$ cat src/rtl/microcode_sequencer.sv
// Microprogram sequencer: produces the registered 9-bit microcode ROM address,
// alternating FETCH/EXEC cycles to cover the ROM's one-cycle read latency.
// Owns the microcode call/return stack, interrupt entry at dispatch and the
// sticky stack-fault reporting.
module microcode_sequencer #(
    parameter logic [8:0] RESET_PC    = 9'd0,
    parameter logic [8:0] IRQ_PC      = 9'd480,
    parameter logic [8:0] FAULT_PC    = 9'd490,
    parameter int         STACK_DEPTH = 4
) (
    input  logic        clock,
    input  logic        reset,
    input  logic [2:0]  mc_next_op,
    input  logic [8:0]  mc_target,
    input  logic [3:0]  mc_cond_sel,
    input  logic [15:0] cond_flags,
    input  logic [8:0]  decoder_pc,
    input  logic        decoder_valid,
    input  logic        irq_pending,
    input  logic        stall,
    output logic [8:0]  micro_pc,
    output logic        micro_valid,
    output logic        irq_ack,
    output logic        halted,
    output logic        fault,
    output logic [1:0]  fault_code,
    output logic [2:0]  stack_level
);

    localparam int         AW      = (STACK_DEPTH > 1) ? $clog2(STACK_DEPTH) : 1;
    localparam logic [2:0] DEPTH_L = 3'(STACK_DEPTH);

    localparam logic [2:0] OP_INC      = 3'b000;
    localparam logic [2:0] OP_JUMP     = 3'b001;
    localparam logic [2:0] OP_BR_T     = 3'b010;
    localparam logic [2:0] OP_BR_F     = 3'b011;
    localparam logic [2:0] OP_CALL     = 3'b100;
    localparam logic [2:0] OP_RET      = 3'b101;
    localparam logic [2:0] OP_DISPATCH = 3'b110;
    localparam logic [2:0] OP_HALT     = 3'b111;

    typedef enum logic [1:0] {
        ST_FETCH = 2'd0,
        ST_EXEC  = 2'd1,
        ST_HALT  = 2'd2
    } state_t;

    state_t      state_q, state_d;
    logic [8:0]  micro_pc_q, micro_pc_d;
    logic        micro_valid_q, micro_valid_d;
    logic        irq_ack_q, irq_ack_d;
    logic        halted_q, halted_d;
    logic        fault_q, fault_d;
    logic [1:0]  fault_code_q, fault_code_d;
    logic [2:0]  stack_level_q, stack_level_d;

    logic [8:0]  stack_mem_q [0:STACK_DEPTH-1];
    logic        push_en;
    logic [8:0]  pc_inc;
    logic        cond_bit;
    logic [AW-1:0] push_idx;
    logic [AW-1:0] pop_idx;

    assign pc_inc   = micro_pc_q + 9'd1;
    assign cond_bit = cond_flags[mc_cond_sel];
    assign push_idx = AW'(stack_level_q);
    assign pop_idx  = AW'(stack_level_q - 3'd1);

    // Next-state, next-PC, stack and fault decisions; only EXEC without stall acts.
    always_comb begin
        state_d       = state_q;
        micro_pc_d    = micro_pc_q;
        fault_d       = fault_q;
        fault_code_d  = fault_code_q;
        stack_level_d = stack_level_q;
        irq_ack_d     = 1'b0;
        push_en       = 1'b0;

        case (state_q)
            ST_FETCH: begin
                state_d = ST_EXEC;
            end
            ST_EXEC: begin
                if (!stall) begin
                    state_d = ST_FETCH;
                    case (mc_next_op)
                        OP_INC:  micro_pc_d = pc_inc;
                        OP_JUMP: micro_pc_d = mc_target;
                        OP_BR_T: micro_pc_d = cond_bit ? mc_target : pc_inc;
                        OP_BR_F: micro_pc_d = cond_bit ? pc_inc : mc_target;
                        OP_CALL: begin
                            if (stack_level_q >= DEPTH_L) begin
                                // Overflow: drop the whole stack and enter the fault handler.
                                micro_pc_d    = FAULT_PC;
                                stack_level_d = 3'd0;
                                fault_d       = 1'b1;
                                if (fault_code_q == 2'b00) begin
                                    fault_code_d = 2'b01;
                                end
                            end else begin
                                push_en       = 1'b1;
                                stack_level_d = stack_level_q + 3'd1;
                                micro_pc_d    = mc_target;
                            end
                        end
                        OP_RET: begin
                            if (stack_level_q == 3'd0) begin
                                micro_pc_d = FAULT_PC;
                                fault_d    = 1'b1;
                                if (fault_code_q == 2'b00) begin
                                    fault_code_d = 2'b10;
                                end
                            end else begin
                                stack_level_d = stack_level_q - 3'd1;
                                micro_pc_d    = stack_mem_q[pop_idx];
                            end
                        end
                        OP_DISPATCH: begin
                            if (irq_pending) begin
                                micro_pc_d = IRQ_PC;
                                irq_ack_d  = 1'b1;
                            end else if (decoder_valid) begin
                                micro_pc_d = decoder_pc;
                            end else begin
                                // Nothing to dispatch yet: behave like a stall.
                                state_d = ST_EXEC;
                            end
                        end
                        OP_HALT: state_d = ST_HALT;
                    endcase
                end
            end
            ST_HALT: begin
                state_d = ST_HALT;
            end
            default: begin
                state_d = ST_FETCH;
            end
        endcase

        micro_valid_d = (state_d == ST_EXEC);
        halted_d      = (state_d == ST_HALT);
    end

    // Control and output registers with synchronous reset.
    always_ff @(posedge clock) begin
        if (reset) begin
            state_q       <= ST_FETCH;
            micro_pc_q    <= RESET_PC;
            micro_valid_q <= 1'b0;
            irq_ack_q     <= 1'b0;
            halted_q      <= 1'b0;
            fault_q       <= 1'b0;
            fault_code_q  <= 2'b00;
            stack_level_q <= 3'd0;
        end else begin
            state_q       <= state_d;
            micro_pc_q    <= micro_pc_d;
            micro_valid_q <= micro_valid_d;
            irq_ack_q     <= irq_ack_d;
            halted_q      <= halted_d;
            fault_q       <= fault_d;
            fault_code_q  <= fault_code_d;
            stack_level_q <= stack_level_d;
        end
    end

    // Return-address storage; entries are left in place on pop and on reset.
    always_ff @(posedge clock) begin
        if (!reset && push_en) begin
            stack_mem_q[push_idx] <= pc_inc;
        end
    end

    assign micro_pc    = micro_pc_q;
    assign micro_valid = micro_valid_q;
    assign irq_ack     = irq_ack_q;
    assign halted      = halted_q;
    assign fault       = fault_q;
    assign fault_code  = fault_code_q;
    assign stack_level = stack_level_q;

endmodule

$ cat config.mk
export PLATFORM = sky130hd
export DESIGN_NAME = microcode_sequencer
export DESIGN_NICKNAME = d
export VERILOG_FILES = /design/src/rtl/microcode_sequencer.sv
export SDC_FILE = /design/constraint.sdc
export NUM_CORES = 1
export LEC_CHECK = 0
export BUFFER_PORTS_ARGS = -buffer_cell sky130_fd_sc_hd__buf_2
export CAP_MARGIN = 5
export CORE_MARGIN = 3
export CORE_UTILIZATION = 59
export DETAILED_ROUTE_END_ITERATION = 7
export GPL_TIMING_DRIVEN = 0
export MAX_ROUTING_LAYER = met4
export PLACE_DENSITY = 0.86
export SYNTH_ARGS = -nofsm -noshare
export SYNTH_HDL_FRONTEND = slang
export SYNTH_SLANG_ARGS = --single-unit
$ cat constraint.sdc
create_clock -name clock -period 4.75 [get_ports clock]
set_input_delay 0.2375 -clock clock [delete_from_list [all_inputs] [get_ports clock]]
set_output_delay 0.2375 -clock clock [all_outputs]
set_load 0.01 [all_outputs]
# After elaboration in Yosys (flattened, before gate mapping)
# Memory sizes are Yosys's and may differ from the RTL's.
# Cells that the tools add are included.
[op_classes] shifts=0 div_mod_pow=0 bitwise=3 n_lt_le_gt_ge=2 reduce_logical=13 eq_ne=17 mux=32 add_sub_neg=3 n_mul=0
[ops] cell="one-hot mux 9 bit (7 select lines)" count=1
[ops] cell="two-way mux 9 bit" count=6
[ops] cell="equality test 3 bit, second input constant" count=4
[ops] cell="two-way mux 1 bit" count=12
[ops] cell="two-way mux 2 bit" count=5
[ops] cell="inequality test 2 bit, second input constant" count=5
[ops] cell="adder 9 x 1 -> 9 bit, second input constant" count=1
[ops] cell="one-hot mux 2 bit (2 select lines)" count=2
[ops] cell="AND reduction 4 bit" count=2
[ops] cell="AND reduction 7 bit" count=1
[ops] cell="nonzero test 7 bit" count=1
[ops] cell="equality test 3 x 2 -> 1 bit, second input constant" count=2
[ops] cell="zero test 3 bit" count=2
[ops] cell="two-way mux 3 bit" count=2
[ops] cell="one-hot mux 2 bit (3 select lines)" count=1
[ops] cell="one-hot mux 3 bit (2 select lines)" count=1
[ops] cell="< comparator 4 x 5 -> 1 bit, second input constant" count=1
[ops] cell="AND reduction 5 bit" count=1
[ops] cell="binary-select mux 1 bit (select 4 bit)" count=1
[ops] cell="equality test 2 x 1 -> 1 bit, second input constant" count=2
[ops] cell="equality test 2 bit, second input constant" count=2
[ops] cell="zero test 2 bit" count=2
[ops] cell="OR reduction 4 bit" count=1
[ops] cell="adder 3 x 1 -> 3 bit, second input constant" count=1
[ops] cell="other kinds (9)" count=11
[word_totals] mem_bits_rw=36 reg_bits=20 wordCells=79 latchBits=0 rom_bits=0 memories=1
[memory_table] name="stack_mem_q" depth=4 width=9 rd=1 rd_clocked_by_memory_dff=0 wr=1 line_no="57" rtl="logic [8:0] stack_mem_q [0:STACK_DEPTH-1];"

# Logic depth before layout (Yosys ltp)
# Gate-level depths: netlist (run 1).
[logic_depth] word_depth=8 ltp_mapped=11 ltp_nobuf=9

# Worst setup path before layout (run 1)
# No wires, ideal clock.
[synth_timing] kind="reg-to-reg" start="register stack_level_q[0], in the netlist stack_level[0]" end="register micro_pc_q[6], in the netlist micro_pc[6]" required_time_ps=4623 synth_period_minus_slack_ps=2627 setup_ps=127 n_path_buf=2 path_stages_with_launch=12 t_arrival_ps=2500 slack_ps=2123 path_cell_list="dfxtp_1 buf_2 inv_1 ha_1 clkbuf_1 mux4_2 o21ai_0 o221ai_1 a21oi_1 a2111oi_2 a21oi_1 o21ai_0"
[synth_between] elab_chain_cells=4 elab_cells_between_ends=7 classes_between="1 x add/sub; 1 x order compare; 3 x mux; 1 x reduce/logical; 1 x memory"
[synth_lines] element="start: declaration" line_no="55" rtl="logic [2:0] stack_level_q, stack_level_d;"
[synth_lines] element="start signal: assignment" line_no="164" rtl="stack_level_q <= stack_level_d;"
[synth_lines] element="subtractor 3 x 1 -> 3 bit"
[synth_lines] element="memory read (4 x 9 bit)"
[synth_lines] element="two-way mux 9 bit" line_no="107" rtl="if (stack_level_q == 3'd0) begin"
[synth_lines] element="one-hot mux 9 bit (7 select lines) (*)" line_no="86" rtl="case (mc_next_op)"
[synth_lines] element="end signal: assignment" line_no="158" rtl="micro_pc_q <= micro_pc_d;"
[synth_lines] element="end: declaration" line_no="49" rtl="logic [8:0] micro_pc_q, micro_pc_d;"
# Every way passes the cells marked *; elsewhere a longest branch is shown, timed or not.
# A chain may end at the register's enable or synchronous reset.

# Worst setup path in the final report (run 1)
# Same ends and word-level chain as after synthesis.

==> metrics.txt, run 1 <==
# resized after CTS 0; Post-Synthesis Cells 294; ANT nets after route 0; Layout Area Growth over Synthesis 15.55%; largest net degree at the start of global routing 18; CP Launch Type flop; reg2reg end micro_pc[6]; Routed WL 7659 um; FFs w/ async S/R, synth 0; Least-Margin Pin Slew between 0.7 and 0.8 ns; critical path class flop to flop; PortBufs 59; YS warnings 0; WHS Endpoint micro_pc[0]; P_leak between 1 and 1.5 nW; fmax about 320 MHz; r2r worst-path depth 11; Synth area leaders edfxtp_1, dfxtp_1, mux4_2, nor2_1, mux2i_1; Crit Path Max Fanout 10; Hold-fix buffers, CTS 0; placed wire-length estimate about 5700 um; Worst Clk Skew between 0.005 and 0.006 ns; Critical Path Max Stage Delay about 0.48 ns; first-pass GRT wire length between 10000 and 15000 um; Filler cells 375; post-synthesis cell area around 3200 um^2; Worst VDD drop around 0.00028 V; global route overflow 0; Post-CTS Setup Inserts 0; Max-cap violations 0; Worst setup EP type flop; pwr/cell area 277.6 nW/um^2; share of cells above drive strength 1 0.2715; # clock sinks 56; final non-filler cell total roughly 430; DR vias between 2000 and 3000; # H-tree levels 2; Syn Area/Cell ~11 um^2; antenna violations before repair 0; final net count just over 400; RSZ-0062 raised after global routing no; Die Y a little under 80 um; post-synthesis sequential area ratio 0.4697; setup TNS 0 ns; CTS Root Cell clkbuf_8; Yosys cell types between 50 and 60; CTS tree yes; Ant. Diodes 0; Worst Hold Class input pin to flop; I/O pins 64; DRC 0; clock-pin slew on the worst setup and hold paths ~0.09 ns; Min-Delay Startpoint mc_target[0]; top-area cell type share of the netlist area 0.3427; CP arrival approximately 3.3 ns; Hold Path Stages 3; Tot Pwr around 0.0010 W; Final Hold Vio Count 0; wire per inst roughly 18 um; Die X-Extent 79.12 um; initial DRC count roughly 220; final cycle utilization of the critical path 0.6576; Post-synth top flop edfxtp_1; Initial Util 0.6382; final core utilization 0.7375; Syn Nets roughly 350; hold slack ~0.17 ns; Yosys top cell by area edfxtp_1; R2R setup slack around 1.6 ns; outcome completed; worst r2r src stack_level[0]; synthesized flop and latch total 56; Slew Viols, Final 0; DRT Pass-1 Iters 5; gr usage total 0.2678; worst-case clock buffer depth 2; slew margin rel. 0.5187; Required @ worst endpoint around 5 ns; placed cell count 420; Placer Congestion about 0.97; EDFF count, synth 36; vias in the first global route 2484; CTS Buf Count 5; CORE AREA between 4000 and 5000 um^2; slowest CP cell clkbuf_1; Vias/cell between 6 and 7; area of the die around 6300 um^2; Final Critical Period 3.123 ns; FP Rows 25; Worst-Skew Late Latency 0.31 ns; cells along the critical path buf_2, inv_1, ha_1, clkbuf_1, mux4_2, o21ai_0, o221ai_1, a21oi_1, a2111oi_2, a21oi_1, o21ai_0; final setup vio count 0
==> layout make-up <==
| class | instances | area [um^2] | share of cell area |
|---|---|---|---|
| Clock inverter | 3 | 42.54 | 0.01167 |
| Sequential cell | 56 | 1481 | 0.4065 |
| Tap cell | 67 | 83.83 | 0.02300 |
| Clock buffer | 5 | 68.82 | 0.01888 |
| Inverter | 12 | 45.04 | 0.01236 |
| Timing Repair Buffer | 59 | 295.3 | 0.08102 |
| Multi-Input combinational cell | 210 | 1513 | 0.4150 |
| Buffer | 16 | 115.1 | 0.03158 |
==> placed cells by master, fill, tap and decap left out, types with 3 or more instances in the layout <==
cell	synthesis	routed
a221oi_1	4	4
xor2_1	7	7
a211oi_1	3	3
and2_1	7	7
a21oi_1	20	20
nor3_1	7	7
nand2b_1	4	4
clkbuf_8	3	8
edfxtp_1	36	36
mux2i_1	11	11
clkbuf_1	6	6
a31oi_1	3	3
dfxtp_1	20	20
o2111ai_1	3	3
nand3b_1	4	4
o21a_1	3	3
ha_1	7	7
nor2_1	32	32
buf_2	2	61
o221ai_1	4	4
nand2_1	17	17
inv_1	12	12
o21ai_0	21	21
nand3_1	5	5
mux4_2	10	10
a311oi_1	3	3
==> cell families (layout without fill, tap and decap cells) <==
| group | Yosys count | count (layout) | share of synthesized area |
|---|---|---|---|
| xor+xnor | 9 | 9 | 0.02499 |
| mux | 22 | 22 | 0.1099 |
| compound gates | 79 | 79 | 0.1694 |
| flops | 56 | 56 | 0.4697 |
| simple gates | 93 | 93 | 0.1476 |
| buf+inv | 28 | 95 | 0.05077 |
| fa+ha+maj | 7 | 7 | 0.02777 |
==> where the power goes <==
part	switching [W]	total, W	leakage, nW	internal (W)
combinational	0.0000943	0.000163	0.875	0.0000690
sequential	0.0000110	0.000541	0.504	0.000530
clock	0.000152	0.000308	0.0541	0.000156
total	0.000257	0.00101	1.43	0.000755
==> worst max-delay path by stage <==
| stage | slack, ns | to | startpoint | cells after the start |
|---|---|---|---|---|
| finish | 1.63 | micro_pc[6] | stack_level[0] | 11 |
| global route | 1.33 | micro_pc[6] | stack_level[0] | 11 |
| global placement | 1.73 | micro_pc[6] | stack_level[0] | 11 |
| detailed placement | 1.67 | micro_pc[6] | stack_level[0] | 11 |
| CTS | 1.62 | micro_pc[6] | stack_level[0] | 11 |
| floorplan | 2.12 | micro_pc[6] | stack_level[0] | 11 |
==> per-layer routing <==
metal | vias up | track usage | part of all wire | routed length, um
li1 | 1235 | - | - | -
met5 | - | - | 0 | 0
met4 | 0 | 0.06701 | 0.011 | 85
met2 | 135 | 0.4301 | 0.49 | 3789
met3 | 10 | 0.04422 | 0.093 | 714
met1 | 1236 | 0.3589 | 0.40 | 3070
==> synth_stat cells, types with 3 or more instances <==
| cell | number |
|---|---|
| o21ai_0 | 21 |
| nand3_1 | 5 |
| a21oi_1 | 20 |
| nand3b_1 | 4 |
| inv_1 | 12 |
| xor2_1 | 7 |
| o221ai_1 | 4 |
| edfxtp_1 | 36 |
| nor3_1 | 7 |
| clkbuf_1 | 6 |
| and2_1 | 7 |
| mux2i_1 | 11 |
| o2111ai_1 | 3 |
| ha_1 | 7 |
| clkbuf_8 | 3 |
| dfxtp_1 | 20 |
| nor2_1 | 32 |
| a221oi_1 | 4 |
| a211oi_1 | 3 |
| a31oi_1 | 3 |
| nand2_1 | 17 |
| nand2b_1 | 4 |
| mux4_2 | 10 |
| o21a_1 | 3 |
| a311oi_1 | 3 |
==> critical path, delay by kind of cell (launching register included) <==
family                   cells  cell delay, ns
AO/OA/AOI/OAI                6            0.85
adder cells (fa/ha/maj)      1            0.32
multiplexers                 1            0.41
buffers and inverters        3            0.97
flip-flops                   1            0.44
==> registers in the layout, indices dropped and copies added, names as in the netlist <==
signal       flops
micro_valid      1
irq_ack          1
stack_level      3
fault_code       2
fault            1
halted           1
micro_pc         9
stack_mem_q     36
state_q          2
==> through the flow <==
| step | instance area (um^2) | worst slack (ns) |
|---|---|---|
| after floorplan | 3154 | 2.123 |
| after global placement | 3533 | 1.733 |
| after detailed placement | 3533 | 1.670 |
| after CTS | 3645 | 1.619 |
| after global routing | 3645 | 1.326 |
| final | 3645 | 1.627 |
(Power assumes the default switching activity.)
==> inputs of run 2 (changes only) <==
CORE_UTILIZATION = 50   (was 59)
PLACE_DENSITY = 0.78   (was 0.86)
clock period = 2.6 ns   (was 4.75 ns; I/O delays follow)
==> run 2 against run 1 <==
  * Routed wire length is 5.5% higher
  * Critical path depth stayed put
  * Via count is 1.2% lower
  * Non-clock buffer count stayed put
  * First-iteration DRC count is 27% lower
==> metrics.txt, run 2 (synthesis results as in run 1) <==
Hold-fix buffers, CTS 0; Layout Area Growth over Synthesis 16.14%; Initial Util 0.5235; # H-tree levels 2; Die X-Extent 85.43 um; most frequent cells in the layout buf_2, edfxtp_1, nor2_1, a21oi_1; Buf+Inv Stages, Crit Path 3; WP depth 11; Min-Delay Startpoint mc_target[0]; Slew Viols, Final 0; R2R setup slack between 0.1 and 0.15 ns; final non-filler cell total 436; placed cell count between 400 and 500; fmax ~400 MHz; Vias/cell approximately 5.9; Worst setup EP type flop; final net count slightly above 400; P_leak about 1.4 nW; r2r worst-path depth 11; CP Launch Type flop; Final Hold Vio Count 0; Die Y about 85 um; CTS Buf Count 5; CTS tree yes; final cycle utilization of the critical path 0.9540; Max-cap violations 0; slew margin rel. 0.5697; final setup vio count 0; Required @ worst endpoint ~2.8 ns; delay-heaviest family, CP compound AO/OA/AOI/OAI gates; Worst VDD drop about 0.0004 V; critical path class flop to flop; Hold Path Stages 3; initial DRC count 159; setup TNS 0 ns; Ant. Diodes 0; final worst slack between 0.1 and 0.15 ns; Worst Clk Skew about 0.011 ns; DRC 0; worst r2r src stack_level[0]; pwr/cell area approximately 490 nW/um^2; gr usage total 0.2317; Placer Congestion 0.9191; wire per inst between 15 and 20 um; CP arrival 2.68 ns; largest net degree at the start of global routing 20; reg2reg end micro_pc[6]; Crit Path Max Fanout 10; global route overflow 0; max reg flops 36; Setup WS pre-CTS -0.4242 ns; Routed WL 8080 um; share of cells above drive strength 1 0.2798; DR vias 2585; CORE AREA 6026 um^2; slowest CP cell dfxtp_4; worst-case clock buffer depth 2; outcome completed; I/O pins 64; Worst Hold Class input pin to flop; CTS Root Cell clkbuf_8; vias in the first global route about 2400; Final Critical Period about 2.5 ns; DRT Pass-1 Iters 5; FP Rows 28; Critical Path Max Stage Delay 0.40 ns; Worst-Skew Late Latency between 0.3 and 0.4 ns; Least-Margin Pin Slew roughly 0.64 ns; Tot Pwr 0.001785 W; WHS Endpoint micro_pc[0]; commonest non-fill, non-tap cell in the layout buf_2; ANT nets after route 0; antenna violations before repair 0; placed wire-length estimate a little over 6000 um; first-pass GRT wire length approximately 13000 um; PortBufs between 50 and 60; cells along the critical path buf_8, inv_1, ha_1, clkbuf_8, mux4_2, o21ai_1, o221ai_1, a21oi_1, a2111oi_2, a21oi_1, o21ai_0; most frequent CP cell a21oi_1; # clock sinks 56; RSZ-0062 raised after global routing no; area of the die ~7300 um^2; clock-pin slew on the worst setup and hold paths approximately 0.11 ns; largest register by flop count stack_mem_q
## run 2: final cells by class
| cell class | count | area [um^2] |
|---|---|---|
| fill | 509 | 2362 |
| multi-input combinational | 210 | 1515 |
| sequential | 56 | 1485 |
| timing repair buffer | 59 | 295.3 |
| buffer | 16 | 135.1 |
| tap | 75 | 93.84 |
| clock buffer | 5 | 68.82 |
| inverter | 12 | 45.04 |
| clock inverter | 3 | 25.02 |
## run 2: through the flow
stage	hold slack, ns	util	instance area [um^2]
2_1_floorplan	0.2709	-	3156
3_3_place_gp	0.3727	0.5882	3545
3_5_place_dp	0.3787	0.5882	3545
4_1_cts	0.04322	0.6065	3655
5_1_grt	0.07869	0.6080	3664
6_report	0.05723	0.6080	3664
## run 2: repair_timing
action,4_1_cts,5_1_grt
buffers inserted,0,0
pin swaps,0,1
resized for setup,6,4
cloned,0,0
endpoints found under the setup margin,8,3
endpoints found under the hold margin,0,0
## run 2: how the worst max path moves through the flow
stage	slack, ns	endpoint	start
3_3_place_gp	-0.32	micro_pc[6]	stack_level[0]
2_1_floorplan	0.12	micro_pc[6]	stack_level[0]
6_report	0.12	micro_pc[6]	stack_level[0]
3_5_place_dp	-0.42	micro_pc[6]	stack_level[0]
4_1_cts	0.05	micro_pc[6]	stack_level[0]
5_1_grt	0.0004	micro_pc[6]	stack_level[0]
## run 2: power breakdown
part	switching, W	leakage (nW)	internal (W)
Clock	0.000295	0.0452	0.000197
Combinational	0.000177	0.882	0.000128
Sequential	0.0000209	0.504	0.000967
## run 2: layer usage
layer / GRT usage / wire [um] / vias up / part of all wire
li1: - / - / 1235 / -
met1: 0.3176 / 3494 / 1234 / 0.43
met2: 0.3679 / 4030 / 107 / 0.50
met3: 0.03301 / 472 / 9 / 0.058
met4: 0.05180 / 82 / 0 / 0.010
met5: - / 0 / - / 0
## run 2: tightest hold or removal path, cell delays in order
cell and delay [ns]:
buf_2 0.08, o211ai_1 0.07, nand2_1 0.06
